**src/rtl/mem_arbiter.sv**
```systemverilog
// rtl/mem_arbiter.sv - single-port RAM arbiter between icache fill and dcache access
// Data side has fixed priority; a starvation guard and an access watchdog bound latency.
module mem_arbiter #(
  parameter int          STARVE_LIMIT = 4,
  parameter int          TIMEOUT_CYC  = 64,
  parameter logic [31:0] ERR_WORD     = 32'hBAD1BAD1
) (
  input  logic        CLK,
  input  logic        RST,
  input  logic        iREN,
  input  logic [31:0] iaddr,
  output logic [31:0] iload,
  output logic        iwait,
  input  logic        dREN,
  input  logic        dWEN,
  input  logic [31:0] daddr,
  input  logic [31:0] dstore,
  output logic [31:0] dload,
  output logic        dwait,
  output logic        ramREN,
  output logic        ramWEN,
  output logic [31:0] ramaddr,
  output logic [31:0] ramstore,
  input  logic [31:0] ramload,
  input  logic        ram_ready,
  output logic        timeout_err
);

  localparam int SW = $clog2(STARVE_LIMIT + 1);
  localparam int WW = $clog2(TIMEOUT_CYC + 1);
  localparam logic [SW-1:0] STARVE_MAX = SW'(STARVE_LIMIT);
  localparam logic [WW-1:0] WD_LAST    = WW'(TIMEOUT_CYC - 1);

  typedef enum logic {IDLE, ACCESS} state_t;

  state_t        state_q, state_d;
  logic          owner_q, owner_d;   // 1 = data side
  logic          op_q, op_d;         // 1 = write
  logic [31:0]   addr_q, addr_d;
  logic [31:0]   store_q, store_d;
  logic [SW-1:0] starve_q, starve_d;
  logic [WW-1:0] wd_q, wd_d;

  logic        d_req;
  logic        expired;
  logic [31:0] rd_word;

  assign d_req = dREN | dWEN;

  always_ff @(posedge CLK or posedge RST) begin
    if (RST) begin
      state_q  <= IDLE;
      owner_q  <= 1'b0;
      op_q     <= 1'b0;
      addr_q   <= '0;
      store_q  <= '0;
      starve_q <= '0;
      wd_q     <= '0;
    end else begin
      state_q  <= state_d;
      owner_q  <= owner_d;
      op_q     <= op_d;
      addr_q   <= addr_d;
      store_q  <= store_d;
      starve_q <= starve_d;
      wd_q     <= wd_d;
    end
  end

  always_comb begin
    state_d     = state_q;
    owner_d     = owner_q;
    op_d        = op_q;
    addr_d      = addr_q;
    store_d     = store_q;
    starve_d    = starve_q;
    wd_d        = wd_q;
    ramREN      = 1'b0;
    ramWEN      = 1'b0;
    ramaddr     = '0;
    ramstore    = '0;
    iwait       = 1'b1;
    dwait       = 1'b1;
    iload       = '0;
    dload       = '0;
    timeout_err = 1'b0;
    expired     = 1'b0;
    rd_word     = '0;

    case (state_q)
      IDLE: begin
        // The guard only yields to a waiting fetch; a lone data request is never blocked.
        if (d_req && ((starve_q < STARVE_MAX) || !iREN)) begin
          owner_d  = 1'b1;
          op_d     = dWEN;
          addr_d   = daddr;
          store_d  = dstore;
          starve_d = iREN ? starve_q + 1'b1 : '0;
          wd_d     = '0;
          state_d  = ACCESS;
        end else if (iREN) begin
          owner_d  = 1'b0;
          op_d     = 1'b0;
          addr_d   = iaddr;
          store_d  = '0;
          starve_d = '0;
          wd_d     = '0;
          state_d  = ACCESS;
        end
      end

      ACCESS: begin
        ramREN   = !op_q;
        ramWEN   = op_q;
        ramaddr  = addr_q;
        ramstore = store_q;
        expired  = (wd_q == WD_LAST) && !ram_ready;
        if (ram_ready || expired) begin
          timeout_err = expired;
          if (!op_q) rd_word = expired ? ERR_WORD : ramload;
          if (owner_q) begin
            dwait = 1'b0;
            dload = rd_word;
          end else begin
            iwait = 1'b0;
            iload = rd_word;
          end
          wd_d    = '0;
          state_d = IDLE;
        end else begin
          wd_d = wd_q + 1'b1;
        end
      end

      default: state_d = IDLE;
    endcase
  end

endmodule
```
**config.mk**
```make
export PLATFORM = sky130hd
export DESIGN_NAME = mem_arbiter
export DESIGN_NICKNAME = d
export VERILOG_FILES = /design/src/rtl/mem_arbiter.sv
export SDC_FILE = /design/constraint.sdc
export NUM_CORES = 1
export LEC_CHECK = 0
export ABC_AREA = 1
export BUFFER_PORTS_ARGS = -buffer_cell sky130_fd_sc_hd__buf_2
export CAP_MARGIN = 10
export CELL_PAD_IN_SITES_DETAIL_PLACEMENT = 1
export CELL_PAD_IN_SITES_GLOBAL_PLACEMENT = 1
export CORE_ASPECT_RATIO = 0.5
export CORE_UTILIZATION = 27
export CTS_CLUSTER_SIZE = 25
export DETAILED_ROUTE_END_ITERATION = 12
export HOLD_SLACK_MARGIN = 0.1
export PLACE_DENSITY_LB_ADDON = 0.1
export SLEW_MARGIN = 25
export SYNTH_ARGS = -nofsm -noshare
export SYNTH_HDL_FRONTEND = slang
export SYNTH_SLANG_ARGS = --single-unit
```
**constraint.sdc**
```tcl
create_clock -name CLK -period 2.3 [get_ports CLK]
set_input_delay 0.46 -clock CLK [delete_from_list [all_inputs] [get_ports CLK]]
set_output_delay 0.46 -clock CLK [all_outputs]
set_load 0.005 [all_outputs]
```
### After elaboration in Yosys (flattened, before gate mapping)

Index checks and enable logic that the tools add are counted.

* register bits after elaboration: 77
* latch bits: 0
* RAM bits: 0
* bits in read-only memories: 0
* input port bits: 134
* output and inout port bits: 133
* logic and storage cells: 61
* memories kept: 0

* add/sub/neg operators: 2
* $mul: 0
* divide/modulo/power cells: 0
* $lt $le $gt $ge: 1
* eq/ne operators: 2
* shifts and indexed selects: 0
* mux-type cells: 38
* bitwise logic cells: 2
* reduce and logical (&&, ||, !) cells: 9

Operator list (count)
* $mux W32: 14
* $mux W7: 3
* $mux W1: 16
* $pmux W7 S2: 1
* $mux W3: 3
* $add A7 B1 Y7 const B: 1
* $eq A7 B6 Y1 const B: 1
* $add A3 B1 Y3 const B: 1
* $logic_not A1 Y1: 3
* $lt A3 B3 Y1 const B: 1
* $ne A3 B3 Y1 const B: 1
* $logic_and A1 B1 Y1: 2
* $logic_or A1 B1 Y1: 2
* $pmux W1 S2: 1
* $reduce_and A2 Y1: 1
* $reduce_bool A2 Y1: 1
* $not A1 Y1: 1
* $or A1 B1 Y1: 1

### Depth between registers and ports, before layout

Gate-level depths: netlist (run 1).

* word-level depth: 7
* gate-level depth with buffers: 8
* mapped depth without buffers: 7

### Worst setup path after synthesis (run 1)

OpenSTA, ideal clock, no wires.

* path kind: register to output
* from: reg wd_q[0]
* to: out dload[10]
* arrival time: 1337 ps
* data required time: 1840 ps
* path slack: 503 ps
* cell stages (with the launch flop): 8
* path buffers: 1
* path through: dfrtp_1 ha_1 nand2_1 nor2_2 nand3_2 clkbuf_1 nand3_1 nor2_1

* longest elaborated chain between the ends: 7
* elaborated cells between the ends (all ways): 8
* classes of those cells: 1 x eq/ne; 5 x mux; 2 x reduce/logical

RTL lines
* start, declared: RTL line 42 `logic [WW-1:0] wd_q, wd_d;`
* start signal, assigned: RTL line 66 `wd_q <= wd_d;`
* $eq A7 B6 Y1 (*): RTL line 117 `expired = (wd_q == WD_LAST) && !ram_ready;`
* $logic_and A1 B1 Y1 (*): RTL line 117
* $mux W32 (2 in a row): RTL line 120 `if (!op_q) rd_word = expired ? ERR_WORD : ramload;`
* $mux W32: RTL line 121 `if (owner_q) begin`
* $mux W32 (*): RTL line 118 `if (ram_ready || expired) begin`
* $mux W32 (*): RTL line 90 `case (state_q)`
* end, declared: RTL line 18 `output logic [31:0] dload,`

Mark *: on every way between the ends. The rest lies on a longest branch, timed or not.

### Worst setup path after layout (run 1)

* from: reg wd_q[1]
* to: out iload[1]

* longest elaborated chain between the ends: 7
* elaborated cells between the ends (all ways): 8
* classes of those cells: 1 x eq/ne; 5 x mux; 2 x reduce/logical

RTL lines
* $eq A7 B6 Y1 (*): RTL line 117
* $logic_and A1 B1 Y1 (*): RTL line 117
* $mux W32 (2 in a row): RTL line 120
* $mux W32: RTL line 121
* $mux W32 (*): RTL line 118
* $mux W32 (*): RTL line 90
* end, declared: RTL line 12 `output logic [31:0] iload,`

Marked as above.

==> out/qor.csv, run 1 <==
stage,metric,value,unit
outcome,status,"finished, violations left",
outcome,violations,negative setup slack,
sta,fmax,0.431,GHz
worst_setup_path,regToRegSetupSlack,0.79,ns
finish,nNetsFinal,1113,
yosys,synthesis.instances,720,
power_and_ir_drop,p_per_area,1040,nW/um^2
clock_network,root_buffer,clkbuf_16,
worst_setup_path,cp.arrival,1.86,ns
routing,drt_pass1_iterations,4,
worst_hold_path,hold_path_class,input pin to asynchronous set/reset pin,
floorplanning,io_pins,267,
floorplanning,rows,33,
sta,finClkSkew,0.00946,ns
clock_network,cts.clk_slew.worst_paths,0.06,ns
worst_setup_path,r2r-start,state_q$_DFF_PP0_,
yosys,ys_seq_elements,77,
yosys,synth-adder-area-share,0.529,%
job,cap_violations,0,
placed_design,io_buffers,266,
routing,wl_per_cell,13.8,um
grt,met3_usage,4.34,%
sta,setup_slack,-0.0201,ns
worst_setup_path,cp_max_fo,8,
clock_network,cts_tree,built,
clock_network,htree_levels,3,
finish,diodes,0,
yosys,yosys-top-cells-area,"dfrtp_1 41%, nand2_1 23%, inv_1 10%",
grt,grt_pass1_wl,26.7,mm
yosys,synth_top_family_by_area,simple AND/OR/NAND/NOR gates,
clock_network,cts_buffers,9,
power_and_ir_drop,vdd_drop_max,0.433,mV
power_and_ir_drop,p_leak,0.00446,uW
worst_setup_path,critPathCaptureType,primary output,
yosys,synth_fp_nets,856,
clock_network,clockBufferDepth,2,
yosys,synth_compound_area_share,6.56,%
floorplanning,die_h,95.6,um
routing,wirelength,16.7,mm
grt,grt_max_degree,78,
yosys,syn_area,4730,um^2
routing,avgViaCountPerCell,4.42,
sta,worst_slew_pin_slew,0.431,ns
floorplanning,core,16800,um^2
grt,grt_overflow,0,
sta,finalSetupViolCount,17,
clock_network,hold_buffers,0,
clock_network,clk_latency,0.33,ns
floorplanning,start_util,28.2,%
yosys,yosys_warnings,0,
sta,min_period_over_period,101,%
finish,layout_commonest_cell,nand2_1,
finish,drive_above_1_share,36.0,%
worst_setup_path,r2r-end,starve_q[1]$_DFFE_PP0P_,
finish,layout.cells.non_filler,1209,
placed_design,routabilityCongestion,0.830,
sta,maxSlewViolCount,0,
grt,grt_pass1_vias,5277,
placed_design,hpwl,12.3,mm
routing,drc_errors,0,
routing,vias,5341,
yosys,yosysSeqAreaShare,40.7,%
grt,grtUsageMet1,23.6,%
worst_setup_path,worstSetupStartpointType,flip-flop,
yosys,yosysTopAreaCell,dfrtp_1,
floorplanning,die_w,189,um
grt,use_met2,33.4,%
yosys,synth_top_area_share,40.7,%
worst_setup_path,reg2reg_depth,4,
placed_design,place_inst,1182,
grt,grtUsageTotal,18.8,%
sta,timing_hold_violations_final,0,
floorplanning,die_area,18100,um^2
routing,drt_iter0_drc,166,
grt,antenna_found_initial,0,
yosys,synth.distinct_cells,25,
clock_network,cts_sinks,77,
grt,top_usage_layer,met2,
yosys,synth-simple-area-share,36.0,%
routing,postRouteAntennaNets,0,
sta,period_minus_slack,2.32,ns
yosys,synth_xor_area_share,0.185,%
sta,grt_setup_unrepaired,true,
finish,areaGrowthSynthToFinish,47.9,%
sta,slew_headroom,71.3,%
worst_setup_path,cp_data_required_time,1.84,ns
yosys,avgSynthCellArea,6.57,um^2
finish,final_util,41.7,%
worst_setup_path,worst-setup-path-type,flip-flop to primary output,
yosys,synthMuxAreaShare,0,%
finish,final_cell_mix,"285 x nand2_1, 261 x buf_2, 127 x inv_1",
-- routing by layer --
metal,share of wire (%),vias up
met3,5.8,14
met1,45,2509
li1,-,2665
met2,48,153
met4,1.2,0
met5,0,-
-- cell type report --
cell class	instances	area [um^2]
timing repair buffer	289	1690
fill	2194	9770
sequential	77	1930
tap	227	284
multi-input combinational	469	2260
clock inverter	6	95.1
inverter	131	495
clock buffer	10	239
-- worst max-delay path: stages, from the launching register on --
cell and delay (ns):
dfrtp_1 0.35, ha_2 0.19, nand2_2 0.08, nor2_4 0.13
nand2_2 0.07, nand2_4 0.09, nand3_4 0.19, clkbuf_16 0.24
nor2_1 0.07, buf_2 0.11
-- flip-flops by register name, indices dropped and copies added, names as in the netlist --
name      flops
state_q       1
addr_q       32
wd_q          7
starve_q      3
op_q          1
store_q      32
owner_q       1
-- metrics by stage --
step	instance area (um^2)	TNS, ns	setup WS, ns	hold slack, ns	power [uW]
floorplan	4730	0	0.503	0.449	4160
global placement	6270	0	0.245	0.462	5420
detailed placement	6270	0	0.174	0.466	5480
CTS	6690	-0.0402	-0.0216	0.264	7180
global route	7000	-7.08	-0.147	0.286	7950
finish	7000	-0.174	-0.0201	0.237	7260
-- cell usage after synthesis --
master / instances
nand3_2: 1
clkbuf_1: 12
clkinv_1: 1
inv_2: 2
nand3_1: 54
buf_1: 1
o22ai_1: 1
o21ai_0: 7
o21bai_1: 2
nor2_2: 6
o211ai_1: 32
xnor2_1: 1
nor2_1: 67
nand2_2: 2
buf_2: 19
inv_1: 128
a21oi_1: 1
buf_4: 4
buf_6: 8
nand4_1: 1
nand2_1: 288
nand3_4: 2
ha_1: 2
dfrtp_1: 77
a21oi_2: 1
-- logic make-up after synthesis --
logic type               Yosys count
buffers and inverters            175
XOR/XNOR                           1
AND/OR/NAND/NOR                  421
adder cells (fa/ha/maj)            2
flip-flops                        77
AO/OA/AOI/OAI                     44
-- where the power goes --
group	internal, uW	switching [uW]
registers	1950	372
logic	1360	2010
clock network	990	577
total	4300	2960
-- repair_timing --
item	4_1_cts	5_1_grt
pin swaps	1	19
gates resized for setup	7	59
gates cloned	1	3
setup endpoints to repair	58	64
buffers inserted	6	1
-- worst max-delay path by stage --
stage	start	to	slack, ns	depth (start not counted)
floorplan	wd_q[0]$_DFFE_PP0P_	dload[10]	0.50	7
global placement	wd_q[0]$_DFFE_PP0P_	iload[21]	0.24	8
detailed placement	wd_q[0]$_DFFE_PP0P_	dload[8]	0.17	8
CTS	wd_q[1]$_DFFE_PP0P_	dload[8]	-0.02	8
global route	wd_q[1]$_DFFE_PP0P_	iload[30]	-0.15	9
finish	wd_q[1]$_DFFE_PP0P_	iload[1]	-0.02	9
Power figures use the tool's default switching activity.
==> run 2: changes to the inputs <==
Settings changed: SKIP_LAST_GASP set to 1.
==> out/qor.csv, run 2 (synthesis results as in run 1) <==
stage,metric,value,unit
grt,grt_max_degree,78,
floorplanning,core,16800,um^2
power_and_ir_drop,p_seq_share,32.1,%
power_and_ir_drop,swShare,40.7,%
worst_setup_path,crit_start,wd_q[1]$_DFFE_PP0P_,
finish,diodes,0,
routing,wl_per_cell,13.8,um
finish,nFillCells,2194,
worst_setup_path,slowest_delay,0.35,ns
grt,grt_pass1_vias,5276,
finish,largestRegisters,"addr_q x32, store_q x32, wd_q x7",
grt,grtUsageTotal,18.8,%
worst_setup_path,r2r-end,starve_q[1]$_DFFE_PP0P_,
worst_setup_path,worstSetupStartpointType,flip-flop,
routing,postRouteAntennaNets,0,
worst_setup_path,cp_slowest_cell,dfrtp_1,
placed_design,place_inst,1182,
finish,layout.cells.non_filler,1209,
floorplanning,start_util,28.2,%
floorplanning,die_w,189,um
worst_setup_path,cp-endpoint,iload[1],
placed_design,io_buffers,266,
power_and_ir_drop,p_per_area,1040,nW/um^2
worst_setup_path,r2r-start,state_q$_DFF_PP0_,
clock_network,cts_buffers,9,
floorplanning,die_h,95.6,um
worst_setup_path,reg2reg_depth,4,
sta,whs,0.237,ns
worst_setup_path,cp.arrival,1.86,ns
placed_design,hpwl,12.3,mm
sta,period_minus_slack,2.32,ns
clock_network,root_buffer,clkbuf_16,
power_and_ir_drop,p_total,7260,uW
power_and_ir_drop,pwr-share-comb,46.3,%
clock_network,cts_sinks,77,
routing,drt_pass1_iterations,4,
clock_network,cts_tree,built,
sta,worst_slew_pin_slew,0.430,ns
routing,wirelength,16.7,mm
worst_hold_path,hold_path_class,input pin to asynchronous set/reset pin,
floorplanning,die_area,18100,um^2
worst_setup_path,crit_chain,ha_2 > nand2_2 > nor2_4 > nand2_2 > nand2_4 > nand3_4 > clkbuf_16 > nor2_1 > buf_2,
grt,grt_overflow,0,
finish,finalInstanceArea,7000,um^2
worst_setup_path,cp_data_required_time,1.84,ns
finish,drive_above_1_share,36.0,%
clock_network,htree_levels,3,
sta,grt_setup_unrepaired,true,
sta,timing_hold_violations_final,0,
routing,drt_iter0_drc,153,
job,cap_violations,0,
clock_network,clk_latency,0.33,ns
placed_design,dpl-instance-area,6270,um^2
placed_design,routabilityCongestion,0.830,
power_and_ir_drop,p_int,4300,uW
sta,finClkSkew,0.00945,ns
worst_setup_path,worst-setup-path-type,flip-flop to primary output,
grt,antenna_found_initial,0,
finish,final_cell_mix,"285 x nand2_1, 261 x buf_2, 127 x inv_1",
power_and_ir_drop,vdd_drop_max,0.433,mV
power_and_ir_drop,p_leak,0.00446,uW
finish,areaGrowthSynthToFinish,47.9,%
worst_setup_path,crit_top_cell,nand2_2,
sta,finalSetupViolCount,17,
outcome,violations,negative setup slack,
worst_setup_path,critPathCaptureType,primary output,
outcome,status,"finished, violations left",
routing,drc_errors,0,
power_and_ir_drop,switching_power,2960,uW
floorplanning,io_pins,267,
grt,grt_pass1_wl,26.7,mm
finish,nNetsFinal,1113,
sta,setup_slack,-0.0203,ns
sta,min_period_over_period,101,%
clock_network,clockBufferDepth,2,
sta,maxSlewViolCount,0,
worst_setup_path,regToRegSetupSlack,0.79,ns
worst_setup_path,cp_max_fo,8,
power_and_ir_drop,clkPwrFrac,21.6,%
finish,layout_commonest_cell,nand2_1,
sta,slew_headroom,71.3,%
routing,avgViaCountPerCell,4.42,
floorplanning,rows,33,
routing,vias,5338,
clock_network,cts.clk_slew.worst_paths,0.06,ns
sta,fmax,0.431,GHz
placed_design,post-place-ws,0.174,ns
==> run 2: cell counts in the layout (fill, tap and decap cells not counted) <==
Identical to the previous run, type by type.
==> run 2: power groups by stage <==
stage	sequential (uW)	combinational (uW)	clock, uW
floorplan	2210	1950	0
finish	2330	3360	1570
global route	2410	3860	1680
global placement	2310	3110	0
CTS	2330	3230	1620
detailed placement	2330	3150	0
==> run 2: layout make-up <==
type	instances	area [um^2]	area share, %
clock buffers	10	239	3.42
clock inverters	6	95.1	1.36
inverters	131	495	7.08
multi-input cells	469	2260	32.3
flip-flops and latches	77	1930	27.6
well taps	227	284	4.06
repair buffers	289	1690	24.2
==> run 2: metrics by stage <==
| stage | TNS [ns] | utilization (%) |
|---|---|---|
| final | -0.178 | 41.7 |
| after detailed placement | 0 | 37.4 |
| after floorplan | 0 | - |
| after CTS | -0.0402 | 39.9 |
| after global placement | 0 | 37.4 |
| after global routing | -7.08 | 41.7 |
==> run 2: worst min path at each step <==
stage | endpoint | slack, ns | cells after the start
after CTS | addr_q[18]$_DFFE_PP0P_ | 0.26 | 3
after global placement | store_q[30]$_DFFE_PP0P_ | 0.46 | 2
after global routing | addr_q[29]$_DFFE_PP0P_ | 0.29 | 3
after detailed placement | store_q[4]$_DFFE_PP0P_ | 0.47 | 2
final | addr_q[18]$_DFFE_PP0P_ | 0.24 | 3
after floorplan | store_q[31]$_DFFE_PP0P_ | 0.45 | 2
==> run 2: critical path, delay by kind of cell (launching register included) <==
family | cells | cell delay [ns]
buffers and inverters | 2 | 0.35
and+or+nand+nor | 6 | 0.63
adders and majority gates | 1 | 0.19
DFF | 1 | 0.35
==> run 2: what timing repair did <==
item	4_1_cts	5_1_grt
resized for setup	7	59
hold buffers	0	0
buffers inserted	6	1
cloned	1	3
pin swaps	1	19
endpoints found under the setup margin	58	64
==> run 2: metal layers <==
layer  up-vias  track usage [%]  share of wire (%)
met5         -                0                  0
met4         0             3.83                1.2
met3        14             4.34                5.6
met2       153             33.4                 48
met1      2506             23.6                 45
li1       2665                -                  -
==> run 3: changes to the inputs <==
Settings changed: CORE_UTILIZATION 27 to 32.
Clock period 2.3 ns to 2.9 ns, I/O delays scaled along.
==> out/qor.csv, run 3 (synthesis results as in run 1) <==
stage,metric,value,unit
power_and_ir_drop,switching_power,2180,uW
clock_network,cts_sinks,77,
clock_network,cts_tree,built,
clock_network,cts_setup_buffers,0,
finish,areaGrowthSynthToFinish,36.8,%
finish,layout_commonest_cell,nand2_1,
grt,grt_pass1_wl,25.9,mm
sta,min_period_over_period,96.6,%
power_and_ir_drop,swShare,40.4,%
floorplanning,start_util,33.9,%
grt,grt_pass1_vias,5145,
worst_setup_path,critPathCaptureType,primary output,
worst_setup_path,worst-setup-path-type,flip-flop to primary output,
grt,antenna_found_initial,2,
sta,worst_slew_pin_slew,0.788,ns
routing,drc_errors,0,
sta,finClkSkew,0.00507,ns
finish,finalInstanceArea,6470,um^2
worst_setup_path,r2r-end,starve_q[1]$_DFFE_PP0P_,
placed_design,io_buffers,266,
worst_setup_path,cp_top_family,simple AND/OR/NAND/NOR gates,
outcome,status,completed,
worst_setup_path,regToRegSetupSlack,0.93,ns
routing,postRouteAntennaNets,0,
clock_network,root_buffer,clkbuf_16,
floorplanning,core,14000,um^2
worst_setup_path,cp.arrival,2.22,ns
worst_setup_path,cp_num_cells,8,
worst_setup_path,crit_start,wd_q[0]$_DFFE_PP0P_,
worst_setup_path,timing.critical_path.buf_inv,1,
placed_design,hpwl,12.2,mm
worst_setup_path,crit_chain,ha_1 > nand2_1 > nor2_2 > nand2_1 > nand2_2 > nand3_4 > nor2_1 > buf_2,
routing,vias,5201,
finish,final_cell_mix,"287 x nand2_1, 266 x buf_2, 127 x inv_1",
sta,finalSetupViolCount,0,
sta,maxSlewViolCount,0,
worst_setup_path,cp-endpoint,dload[3],
placed_design,routabilityCongestion,0.843,
clock_network,hold_buffers,0,
sta,period_minus_slack,2.80,ns
routing,avgViaCountPerCell,4.49,
floorplanning,die_h,88.0,um
worst_setup_path,cp_slowest_cell,dfrtp_1,
finish,nNetsFinal,1098,
grt,grt_overflow,0,
finish,final_util,46.4,%
finish,drive_above_1_share,31.9,%
grt,grtUsageTotal,21.4,%
clock_network,htree_levels,3,
worst_setup_path,reg2reg_depth,5,
sta,grt_setup_unrepaired,true,
routing,drt_pass1_iterations,4,
worst_setup_path,slowest_delay,0.38,ns
power_and_ir_drop,vdd_drop_max,0.318,mV
clock_network,clk_latency,0.33,ns
sta,slew_headroom,47.4,%
grt,grt_max_degree,68,
worst_hold_path,hold_path_class,input pin to asynchronous set/reset pin,
floorplanning,die_w,174,um
floorplanning,io_pins,267,
floorplanning,rows,30,
power_and_ir_drop,pwr-share-comb,44.0,%
worst_setup_path,crit_top_cell,nand2_1,
routing,drt_iter0_drc,172,
sta,timing_hold_violations_final,0,
worst_setup_path,r2r-start,state_q$_DFF_PP0_,
power_and_ir_drop,p_per_area,835,nW/um^2
power_and_ir_drop,clkPwrFrac,22.4,%
power_and_ir_drop,p_seq_share,33.6,%
finish,diodes,0,
routing,wl_per_cell,13.9,um
finish,nFillCells,1945,
routing,wirelength,16.1,mm
floorplanning,die_area,15300,um^2
finish,largestRegisters,"addr_q x32, store_q x32, wd_q x7",
placed_design,dpl-instance-area,6140,um^2
clock_network,cts.clk_slew.worst_paths,0.06,ns
finish,multiInputGateArea,2070,um^2
job,cap_violations,0,
power_and_ir_drop,p_leak,0.00431,uW
sta,fmax,0.357,GHz
worst_setup_path,cp_data_required_time,2.32,ns
finish,regArea,1930,um^2
clock_network,cts_buffers,9,
power_and_ir_drop,p_int,3220,uW
clock_network,clockBufferDepth,2,
worst_setup_path,worstSetupStartpointType,flip-flop,
worst_setup_path,cp_max_fo,33,
## run 3: area by class of cell
cell class | count | area share, %
Multi-Input combinational cell | 468 | 32.0
Clock buffer | 11 | 3.60
Timing Repair Buffer | 275 | 22.0
Sequential cell | 77 | 29.8
Inverter | 131 | 7.62
Clock inverter | 5 | 1.30
Tap cell | 192 | 3.71
## run 3: metal layers
layer / routed length, um / track usage, %
met4: 259 / 5.98
met3: 960 / 5.69
met5: 10 / 0
met1: 7120 / 26.3
met2: 7740 / 37.7
## run 3: repair_timing
item	CTS	global route
gates cloned	0	0
endpoints found under the setup margin	1	4
resized for setup	1	2
## run 3: worst min path at each step
stage	end	slack (ns)	cells past startpoint	startpoint
2_1_floorplan	store_q[31]$_DFFE_PP0P_	0.45	2	store_q[31]$_DFFE_PP0P_
3_3_place_gp	store_q[30]$_DFFE_PP0P_	0.46	2	store_q[30]$_DFFE_PP0P_
3_5_place_dp	store_q[15]$_DFFE_PP0P_	0.47	2	store_q[15]$_DFFE_PP0P_
4_1_cts	addr_q[20]$_DFFE_PP0P_	0.28	2	RST
5_1_grt	addr_q[24]$_DFFE_PP0P_	0.29	2	RST
6_report	addr_q[13]$_DFFE_PP0P_	0.26	2	RST
## run 3: power by group through the flow
stage / clock network [uW] / registers [uW] / logic [uW]
after CTS: 1240 / 1820 / 2440
after detailed placement: 0 / 1830 / 2430
after global placement: 0 / 1810 / 2380
after global routing: 1280 / 1880 / 2760
after floorplan: 0 / 1760 / 1540
final: 1210 / 1810 / 2380
## run 3: worst reg2reg max path, stage by stage (launching register included)
cell,delay (ns)
dfrtp_2,0.45
buf_4,0.23
a21oi_4,0.15
buf_4,0.60
nand2_1,0.25
o21ai_0,0.20
## run 3: stage by stage
stage / setup TNS, ns / setup slack [ns] / std cells / total power [uW] / hold slack [ns]
2_1_floorplan: 0 / 0.353 / 720 / 3300 / 0.449
3_3_place_gp: 0 / 0.379 / 1143 / 4190 / 0.462
3_5_place_dp: 0 / 0.350 / 1143 / 4260 / 0.466
4_1_cts: 0 / 0.0427 / 1159 / 5500 / 0.281
5_1_grt: -0.0643 / -0.0529 / 1159 / 5920 / 0.292
6_report: 0 / 0.0984 / 1159 / 5400 / 0.264
